## src/rtl/ternary_cam_seq_if.sv

```systemverilog
// Bus bundle for ternary_cam_seq: write/invalidate port, search request and search results.
//  master: write/invalidate/search requester (drives requests, observes results)
//  slave : the CAM itself
interface ternary_cam_seq_if #(
  parameter int unsigned DATA_WIDTH = 8,
  parameter int unsigned ADDR_WIDTH = 3
);
  logic                  Writ_Enable;
  logic [ADDR_WIDTH-1:0] WR_Addr;
  logic [DATA_WIDTH-1:0] Data_IN;
  logic                  Invalidate;
  logic                  Search_Start;
  logic [DATA_WIDTH-1:0] CMP_Din;
  logic [DATA_WIDTH-1:0] CMP_Mask;
  logic                  Busy;
  logic                  Done;
  logic                  Match;
  logic [ADDR_WIDTH-1:0] Match_Addr;
  logic [ADDR_WIDTH:0]   Match_Count;
  logic                  Multi_Match;

  modport master (
    output Writ_Enable, WR_Addr, Data_IN, Invalidate, Search_Start, CMP_Din, CMP_Mask,
    input  Busy, Done, Match, Match_Addr, Match_Count, Multi_Match
  );

  modport slave (
    input  Writ_Enable, WR_Addr, Data_IN, Invalidate, Search_Start, CMP_Din, CMP_Mask,
    output Busy, Done, Match, Match_Addr, Match_Count, Multi_Match
  );
endinterface

```

## src/rtl/ternary_cam_seq.sv

```systemverilog
// Ternary CAM with sequential search: SEARCH_PAR entries compared per cycle.
// Ports:
//  Clk  - rising-edge clock
//  Rest - asynchronous active-low reset
//  bus  - ternary_cam_seq_if slave: write/invalidate, search request, registered results
//         (Busy, Done, Match, Match_Addr, Match_Count, Multi_Match)
module ternary_cam_seq #(
  parameter int unsigned DATA_WIDTH = 8,
  parameter int unsigned ADDR_WIDTH = 3,
  parameter int unsigned SEARCH_PAR = 2
) (
  input  logic             Clk,
  input  logic             Rest,
  ternary_cam_seq_if.slave bus
);
  localparam int unsigned DEPTH = 1 << ADDR_WIDTH;
  localparam int unsigned N     = DEPTH / SEARCH_PAR;
  localparam int unsigned SW    = (N > 1) ? $clog2(N) : 1;
  localparam int unsigned CW    = ADDR_WIDTH + 1;

  typedef enum logic [1:0] {S_IDLE, S_SEARCH, S_DONE} state_t;

  state_t                r_state, w_state_nxt;
  logic [DATA_WIDTH-1:0] r_mem [DEPTH];
  logic [DEPTH-1:0]      r_valid;
  logic [DATA_WIDTH-1:0] r_key, w_key_nxt, r_mask, w_mask_nxt;
  logic [SW-1:0]         r_slice, w_slice_nxt;
  logic [CW-1:0]         r_acc_cnt, w_acc_cnt_nxt;
  logic                  r_acc_found, w_acc_found_nxt;
  logic [ADDR_WIDTH-1:0] r_acc_addr, w_acc_addr_nxt;
  logic                  r_busy, w_busy_nxt, r_done, w_done_nxt;
  logic                  r_match, w_match_nxt, r_multi, w_multi_nxt;
  logic [ADDR_WIDTH-1:0] r_match_addr, w_match_addr_nxt;
  logic [CW-1:0]         r_match_cnt, w_match_cnt_nxt;

  logic                  w_wr_en, w_inv_en;
  logic [ADDR_WIDTH-1:0] w_idx, w_slice_addr;
  logic                  w_slice_hit;
  logic [CW-1:0]         w_slice_cnt, w_sum;
  logic                  w_found_upd;
  logic [ADDR_WIDTH-1:0] w_addr_upd;

  // Array updates are accepted only while idle; write beats invalidate.
  assign w_wr_en  = (r_state == S_IDLE) && bus.Writ_Enable;
  assign w_inv_en = (r_state == S_IDLE) && bus.Invalidate && !bus.Writ_Enable;

  // Data array carries no reset; the valid bits gate every use of it.
  always_ff @(posedge Clk) begin
    if (w_wr_en) r_mem[bus.WR_Addr] <= bus.Data_IN;
  end

  always_ff @(posedge Clk or negedge Rest) begin
    if (!Rest) begin
      r_valid <= '0;
    end else if (w_wr_en) begin
      r_valid[bus.WR_Addr] <= 1'b1;
    end else if (w_inv_en) begin
      r_valid[bus.WR_Addr] <= 1'b0;
    end
  end

  // Compare the current slice; walking downwards leaves the lowest hit in w_slice_addr.
  always_comb begin
    w_slice_hit  = 1'b0;
    w_slice_addr = '0;
    w_slice_cnt  = '0;
    w_idx        = '0;
    for (int j = int'(SEARCH_PAR) - 1; j >= 0; j--) begin
      w_idx = ADDR_WIDTH'(int'(r_slice) * int'(SEARCH_PAR) + j);
      if (r_valid[w_idx] && (((r_mem[w_idx] ^ r_key) & r_mask) == '0)) begin
        w_slice_hit  = 1'b1;
        w_slice_addr = w_idx;
        w_slice_cnt  = w_slice_cnt + CW'(1);
      end
    end
  end

  // Running totals including the current slice; first match is kept once found.
  assign w_sum       = r_acc_cnt + w_slice_cnt;
  assign w_found_upd = r_acc_found || w_slice_hit;
  assign w_addr_upd  = r_acc_found ? r_acc_addr : w_slice_addr;

  // Next-state and registered-output logic.
  always_comb begin
    w_state_nxt      = r_state;
    w_key_nxt        = r_key;
    w_mask_nxt       = r_mask;
    w_slice_nxt      = r_slice;
    w_acc_cnt_nxt    = r_acc_cnt;
    w_acc_found_nxt  = r_acc_found;
    w_acc_addr_nxt   = r_acc_addr;
    w_busy_nxt       = r_busy;
    w_done_nxt       = 1'b0;
    w_match_nxt      = r_match;
    w_match_addr_nxt = r_match_addr;
    w_match_cnt_nxt  = r_match_cnt;
    w_multi_nxt      = r_multi;
    case (r_state)
      S_IDLE: begin
        if (bus.Search_Start) begin
          w_state_nxt      = S_SEARCH;
          w_key_nxt        = bus.CMP_Din;
          w_mask_nxt       = bus.CMP_Mask;
          w_slice_nxt      = '0;
          w_acc_cnt_nxt    = '0;
          w_acc_found_nxt  = 1'b0;
          w_acc_addr_nxt   = '0;
          w_busy_nxt       = 1'b1;
          w_match_nxt      = 1'b0;
          w_match_addr_nxt = '0;
          w_match_cnt_nxt  = '0;
          w_multi_nxt      = 1'b0;
        end
      end
      S_SEARCH: begin
        w_acc_cnt_nxt   = w_sum;
        w_acc_found_nxt = w_found_upd;
        w_acc_addr_nxt  = w_addr_upd;
        w_slice_nxt     = r_slice + SW'(1);
        if (r_slice == SW'(N - 1)) begin
          w_state_nxt      = S_DONE;
          w_done_nxt       = 1'b1;
          w_match_nxt      = w_found_upd;
          w_match_addr_nxt = w_addr_upd;
          w_match_cnt_nxt  = w_sum;
          w_multi_nxt      = (w_sum > CW'(1));
        end
      end
      S_DONE: begin
        w_state_nxt = S_IDLE;
        w_busy_nxt  = 1'b0;
      end
      default: begin
        w_state_nxt = S_IDLE;
        w_busy_nxt  = 1'b0;
      end
    endcase
  end

  // State and result registers.
  always_ff @(posedge Clk or negedge Rest) begin
    if (!Rest) begin
      r_state      <= S_IDLE;
      r_key        <= '0;
      r_mask       <= '0;
      r_slice      <= '0;
      r_acc_cnt    <= '0;
      r_acc_found  <= 1'b0;
      r_acc_addr   <= '0;
      r_busy       <= 1'b0;
      r_done       <= 1'b0;
      r_match      <= 1'b0;
      r_match_addr <= '0;
      r_match_cnt  <= '0;
      r_multi      <= 1'b0;
    end else begin
      r_state      <= w_state_nxt;
      r_key        <= w_key_nxt;
      r_mask       <= w_mask_nxt;
      r_slice      <= w_slice_nxt;
      r_acc_cnt    <= w_acc_cnt_nxt;
      r_acc_found  <= w_acc_found_nxt;
      r_acc_addr   <= w_acc_addr_nxt;
      r_busy       <= w_busy_nxt;
      r_done       <= w_done_nxt;
      r_match      <= w_match_nxt;
      r_match_addr <= w_match_addr_nxt;
      r_match_cnt  <= w_match_cnt_nxt;
      r_multi      <= w_multi_nxt;
    end
  end

  assign bus.Busy        = r_busy;
  assign bus.Done        = r_done;
  assign bus.Match       = r_match;
  assign bus.Match_Addr  = r_match_addr;
  assign bus.Match_Count = r_match_cnt;
  assign bus.Multi_Match = r_multi;
endmodule
```

## src/flat_wrapper.sv

```systemverilog
// flat-port wrapper written by rule: the top's interface ports become plain ports
module ternary_cam_seq_flat 
#(
  parameter int unsigned DATA_WIDTH = 8,
  parameter int unsigned ADDR_WIDTH = 3,
  parameter int unsigned SEARCH_PAR = 2
)
  (Clk, Rest, bus_Writ_Enable, bus_WR_Addr, bus_Data_IN, bus_Invalidate, bus_Search_Start, bus_CMP_Din, bus_CMP_Mask, bus_Busy, bus_Done, bus_Match, bus_Match_Addr, bus_Match_Count, bus_Multi_Match);
  ternary_cam_seq_if #(.DATA_WIDTH(DATA_WIDTH), .ADDR_WIDTH(ADDR_WIDTH)) bus_i ();
  input  logic Clk;
  input  logic Rest;
  input wire logic [$bits(bus_i.Writ_Enable)-1:0] bus_Writ_Enable;
  input wire logic [$bits(bus_i.WR_Addr)-1:0] bus_WR_Addr;
  input wire logic [$bits(bus_i.Data_IN)-1:0] bus_Data_IN;
  input wire logic [$bits(bus_i.Invalidate)-1:0] bus_Invalidate;
  input wire logic [$bits(bus_i.Search_Start)-1:0] bus_Search_Start;
  input wire logic [$bits(bus_i.CMP_Din)-1:0] bus_CMP_Din;
  input wire logic [$bits(bus_i.CMP_Mask)-1:0] bus_CMP_Mask;
  output wire logic [$bits(bus_i.Busy)-1:0] bus_Busy;
  output wire logic [$bits(bus_i.Done)-1:0] bus_Done;
  output wire logic [$bits(bus_i.Match)-1:0] bus_Match;
  output wire logic [$bits(bus_i.Match_Addr)-1:0] bus_Match_Addr;
  output wire logic [$bits(bus_i.Match_Count)-1:0] bus_Match_Count;
  output wire logic [$bits(bus_i.Multi_Match)-1:0] bus_Multi_Match;
  assign bus_i.Writ_Enable = bus_Writ_Enable;
  assign bus_i.WR_Addr = bus_WR_Addr;
  assign bus_i.Data_IN = bus_Data_IN;
  assign bus_i.Invalidate = bus_Invalidate;
  assign bus_i.Search_Start = bus_Search_Start;
  assign bus_i.CMP_Din = bus_CMP_Din;
  assign bus_i.CMP_Mask = bus_CMP_Mask;
  assign bus_Busy = bus_i.Busy;
  assign bus_Done = bus_i.Done;
  assign bus_Match = bus_i.Match;
  assign bus_Match_Addr = bus_i.Match_Addr;
  assign bus_Match_Count = bus_i.Match_Count;
  assign bus_Multi_Match = bus_i.Multi_Match;
  ternary_cam_seq #(.DATA_WIDTH(DATA_WIDTH), .ADDR_WIDTH(ADDR_WIDTH), .SEARCH_PAR(SEARCH_PAR)) u_core (.Clk(Clk), .Rest(Rest), .bus(bus_i));
endmodule
```

## config.mk

```make
export PLATFORM = sky130hd
export DESIGN_NAME = ternary_cam_seq_flat
export DESIGN_NICKNAME = d
export VERILOG_FILES = /design/src/rtl/ternary_cam_seq_if.sv /design/src/rtl/ternary_cam_seq.sv /design/src/flat_wrapper.sv
export SDC_FILE = /design/constraint.sdc
export NUM_CORES = 1
export LEC_CHECK = 0
export BUFFER_PORTS_ARGS = -buffer_cell sky130_fd_sc_hd__buf_4
export CAP_MARGIN = 20
export CORE_MARGIN = 5
export CORE_UTILIZATION = 61
export CTS_BUF_LIST = sky130_fd_sc_hd__clkbuf_2
export DETAILED_ROUTE_END_ITERATION = 7
export GPL_ROUTABILITY_DRIVEN = 1
export PLACE_DENSITY = 0.81
export SLEW_MARGIN = 25
export SYNTH_ARGS = -nofsm -noshare
export SYNTH_HDL_FRONTEND = slang
export SYNTH_SLANG_ARGS = --single-unit
```

## constraint.sdc

```tcl
create_clock -name Clk -period 3.89 [get_ports Clk]
set_input_delay 0.1945 -clock Clk [delete_from_list [all_inputs] [get_ports Clk]]
set_output_delay 0.1945 -clock Clk [all_outputs]
set_load 0.05 [all_outputs]
```

==> out/results.ini <==
[grt]
grt_pass1_wl_mm = 15.9
antenna_found_initial = 0
grt_pass1_vias = 3035
grt_overflow = 0
track_usage_pct = 21.3
grt_max_degree = 48

[flow_run]
maxCapViolCount = 0

[clocking]
cts_buffers = 9
clockRootBuffer = clkbuf_2
cts_max_level = 3
cts_tree = yes
cts_buffer_depth = 2
clkTransAtPathRegs_ps = 290
numClockSinks = 111
insertion_delay_ps = 580

[drt]
first_pass_iters = 5
drc_errors = 0
via_count = 2977
wirelength_mm = 9.86
wl_per_cell_um = 19.3
dr_wl_met3_um = 475
routed.top_layer = met4
antenna_left = 0
drt_iter0_drc = 209
viasPerCell = 5.81
m1WireLength_mm = 4.19
met2_length_mm = 5.04

[placed_design]
gp_congestion = 0.834
dp_cells = 465
place_hpwl_mm = 6.51
pre_cts_slack_ps = 212
port-buffer-count = 42
placed_cell_area_mm2 = 0.00520

[synth]
yosys-top-cells-area = edfxtp_1 (40%), dfrtp_1 (25%), mux2i_1 (4.6%)
synth_edf_count = 64
synth_warnings = 0
synthesis.nets = 369
netlist.area_leader.share_pct = 40.2
synth_ff_type = edfxtp_1
syn_area_mm2 = 0.00478
async_flop_share_pct = 42.3
ys_seq_elements = 111
synth_top_area_cell = edfxtp_1
syn_avg_cell_area_um2 = 14.5
syn_inst = 330
ys_types = 39
yosysSeqAreaShare_pct = 64.8
synth_most_common_cell = edfxtp_1
synthTopCellsByCount = edfxtp_1 (64), dfrtp_1 (47), mux2i_1 (22), o21ai_0 (22), nand2_1 (21)

[power_and_ir_drop]
p_sw_mw = 1.41
peakVddDrop_uv = 350
power-per-cell-area_mw_per_mm2 = 647
p_comb_share_pct = 39.6
seqPwrFrac_pct = 47.2
p_sw_share_pct = 38.8
cell_internal_pwr_mw = 2.22
power_frac_clock_pct = 13.2
power_leakage_nw = 2.22

[timing]
slew-limit-headroom_pct = 35.6
drv_slew = 0
worst_slack_ps = 204
hold_viol = 0
skew_ps = 37.5
fin_crit_sh_pct = 94.7
fmax_mhz = 271
worstMarginPinSlew_ps = 962
period_minus_slack_ps = 3690
setup_tns_ps = 0
setup_violations = 0
rsz0062_at_grt = no

[finish]
drive_gt1_share_pct = 21.0
fin_area_mm2 = 0.00561
nFillCells = 515
instances_no_fill = 512
nets = 444
syn_to_final_growth_pct = 17.5
final-seq-area_mm2 = 0.00310
multi_input_area_mm2 = 0.00159
num_antenna_cells = 0

[floorplanning]
core_area_mm2 = 0.00769
start_util_pct = 62.2
ioPinCount = 43
die_area_mm2 = 0.00970
die_w_um = 98.5
fp.dieH_um = 98.5
num_rows = 32

[run_status]
status = completed

[critical_path]
required_ps = 4390
worst-path-max-fanout = 15
regToRegSetupSlack_ps = 200
cp.arrival_ps = 4190
path_class = reg2reg
startpoint_type = register
end_kind = register

[worst_hold_path]
hold_path_class = in2reg

[area by class of cell]
type                       count  share of cell area [%]
sequential                   111                    55.2
multi-input combinational    199                    28.4
timing repair buffer          77                    11.9
tap                          102                    2.27
clock inverter                 7                   0.981
clock buffer                   9                   0.802
inverter                       7                   0.468
[cell families after synthesis]
logic type | share of synthesized area (%)
adder cells (fa/ha/maj) | 1.99
buffers and inverters | 2.09
multiplexers | 12.2
XOR/XNOR | 4.95
flip-flops | 64.8
AO/OA/AOI/OAI | 7.41
AND/OR/NAND/NOR | 6.49
[cell usage in the layout (no fill, tap or decap), types with 2 or more instances in the layout]
cell type,count
nor3_2,3
a21oi_1,15
xnor2_1,17
o21ai_0,22
nand3_1,11
mux4_2,3
ha_1,6
nand2_1,20
o31ai_1,2
xor2_1,10
and2_1,2
nand3b_1,3
clkbuf_2,9
a32o_1,2
dfrtp_1,47
a22o_1,5
clkinv_1,2
inv_6,2
mux2i_1,22
nand2b_1,6
inv_1,6
o211ai_1,4
dlygate4sd3_1,31
buf_4,45
nor2_1,10
clkinv_4,2
mux4_1,4
mux2_2,17
edfxtp_1,64
nor2b_1,2
a22oi_1,4
[critical path, cell delays in order, from the launching register on]
cell	delay (ps)
dfrtp_1	850
mux4_1	660
xor2_1	160
a22oi_1	140
o211ai_1	140
nor3_2	160
inv_1	90
ha_1	280
inv_1	40
ha_1	200
fa_1	430
xor2_1	180
nor2_1	90
a21oi_1	80
a21o_1	160
[flip-flops by register name (all words and copies together), names as in the netlist, named ones only]
register and flops:
u_core.r_mem 64, u_core.r_key 8, u_core.r_mask 8, u_core.bus.Match_Count 4
u_core.r_acc_cnt 4, u_core.bus.Match_Addr 3, u_core.r_acc_addr 3, u_core.r_slice 2
u_core.r_state 2, u_core.bus.Busy 1, u_core.bus.Done 1, u_core.bus.Match 1
u_core.bus.Multi_Match 1, u_core.r_acc_found 1
[metal layers]
metal	up-vias	global-route usage, %
li1	1373	-
met4	0	7.25
met2	95	35.5
met1	1491	28.4
met3	18	3.96
met5	-	0
[final timing paths]
path	start	end	depth (start not counted)
max in group asynchronous	Rest	u_core.r_key[1]	2
max	u_core.r_slice[0]	u_core.bus.Multi_Match	14
min in group asynchronous	Rest	u_core.r_mask[1]	2
max reg2reg	u_core.r_slice[0]	u_core.bus.Multi_Match	14
min reg2reg	u_core.r_state[1]	u_core.bus.Busy	1
min	bus_WR_Addr[0]	register	4
[metrics by stage]
step,power [mW],hold WS (ps),utilization [%]
floorplan,2.75,-101,-
global placement,3.08,239,67.6
detailed placement,3.13,248,67.7
CTS,3.64,5.32,72.9
global route,3.85,2.48,73.0
finish,3.63,40.9,73.0
[power groups by stage]
stage | clock [mW] | combinational [mW] | sequential (mW)
detailed placement | 0 | 1.40 | 1.73
CTS | 0.485 | 1.44 | 1.71
floorplan | 0 | 1.03 | 1.71
global route | 0.536 | 1.57 | 1.74
global placement | 0 | 1.36 | 1.72
finish | 0.480 | 1.44 | 1.71
[repair_timing]
| item | 4_1_cts | 5_1_grt |
|---|---|---|
| hold buffers | 30 | 1 |
| hold endpoints to repair | 132 | 1 |
| buffers inserted | 0 | 0 |
| resized for setup | 0 | 0 |
Note: power is estimated with default switching activity, not from simulation.
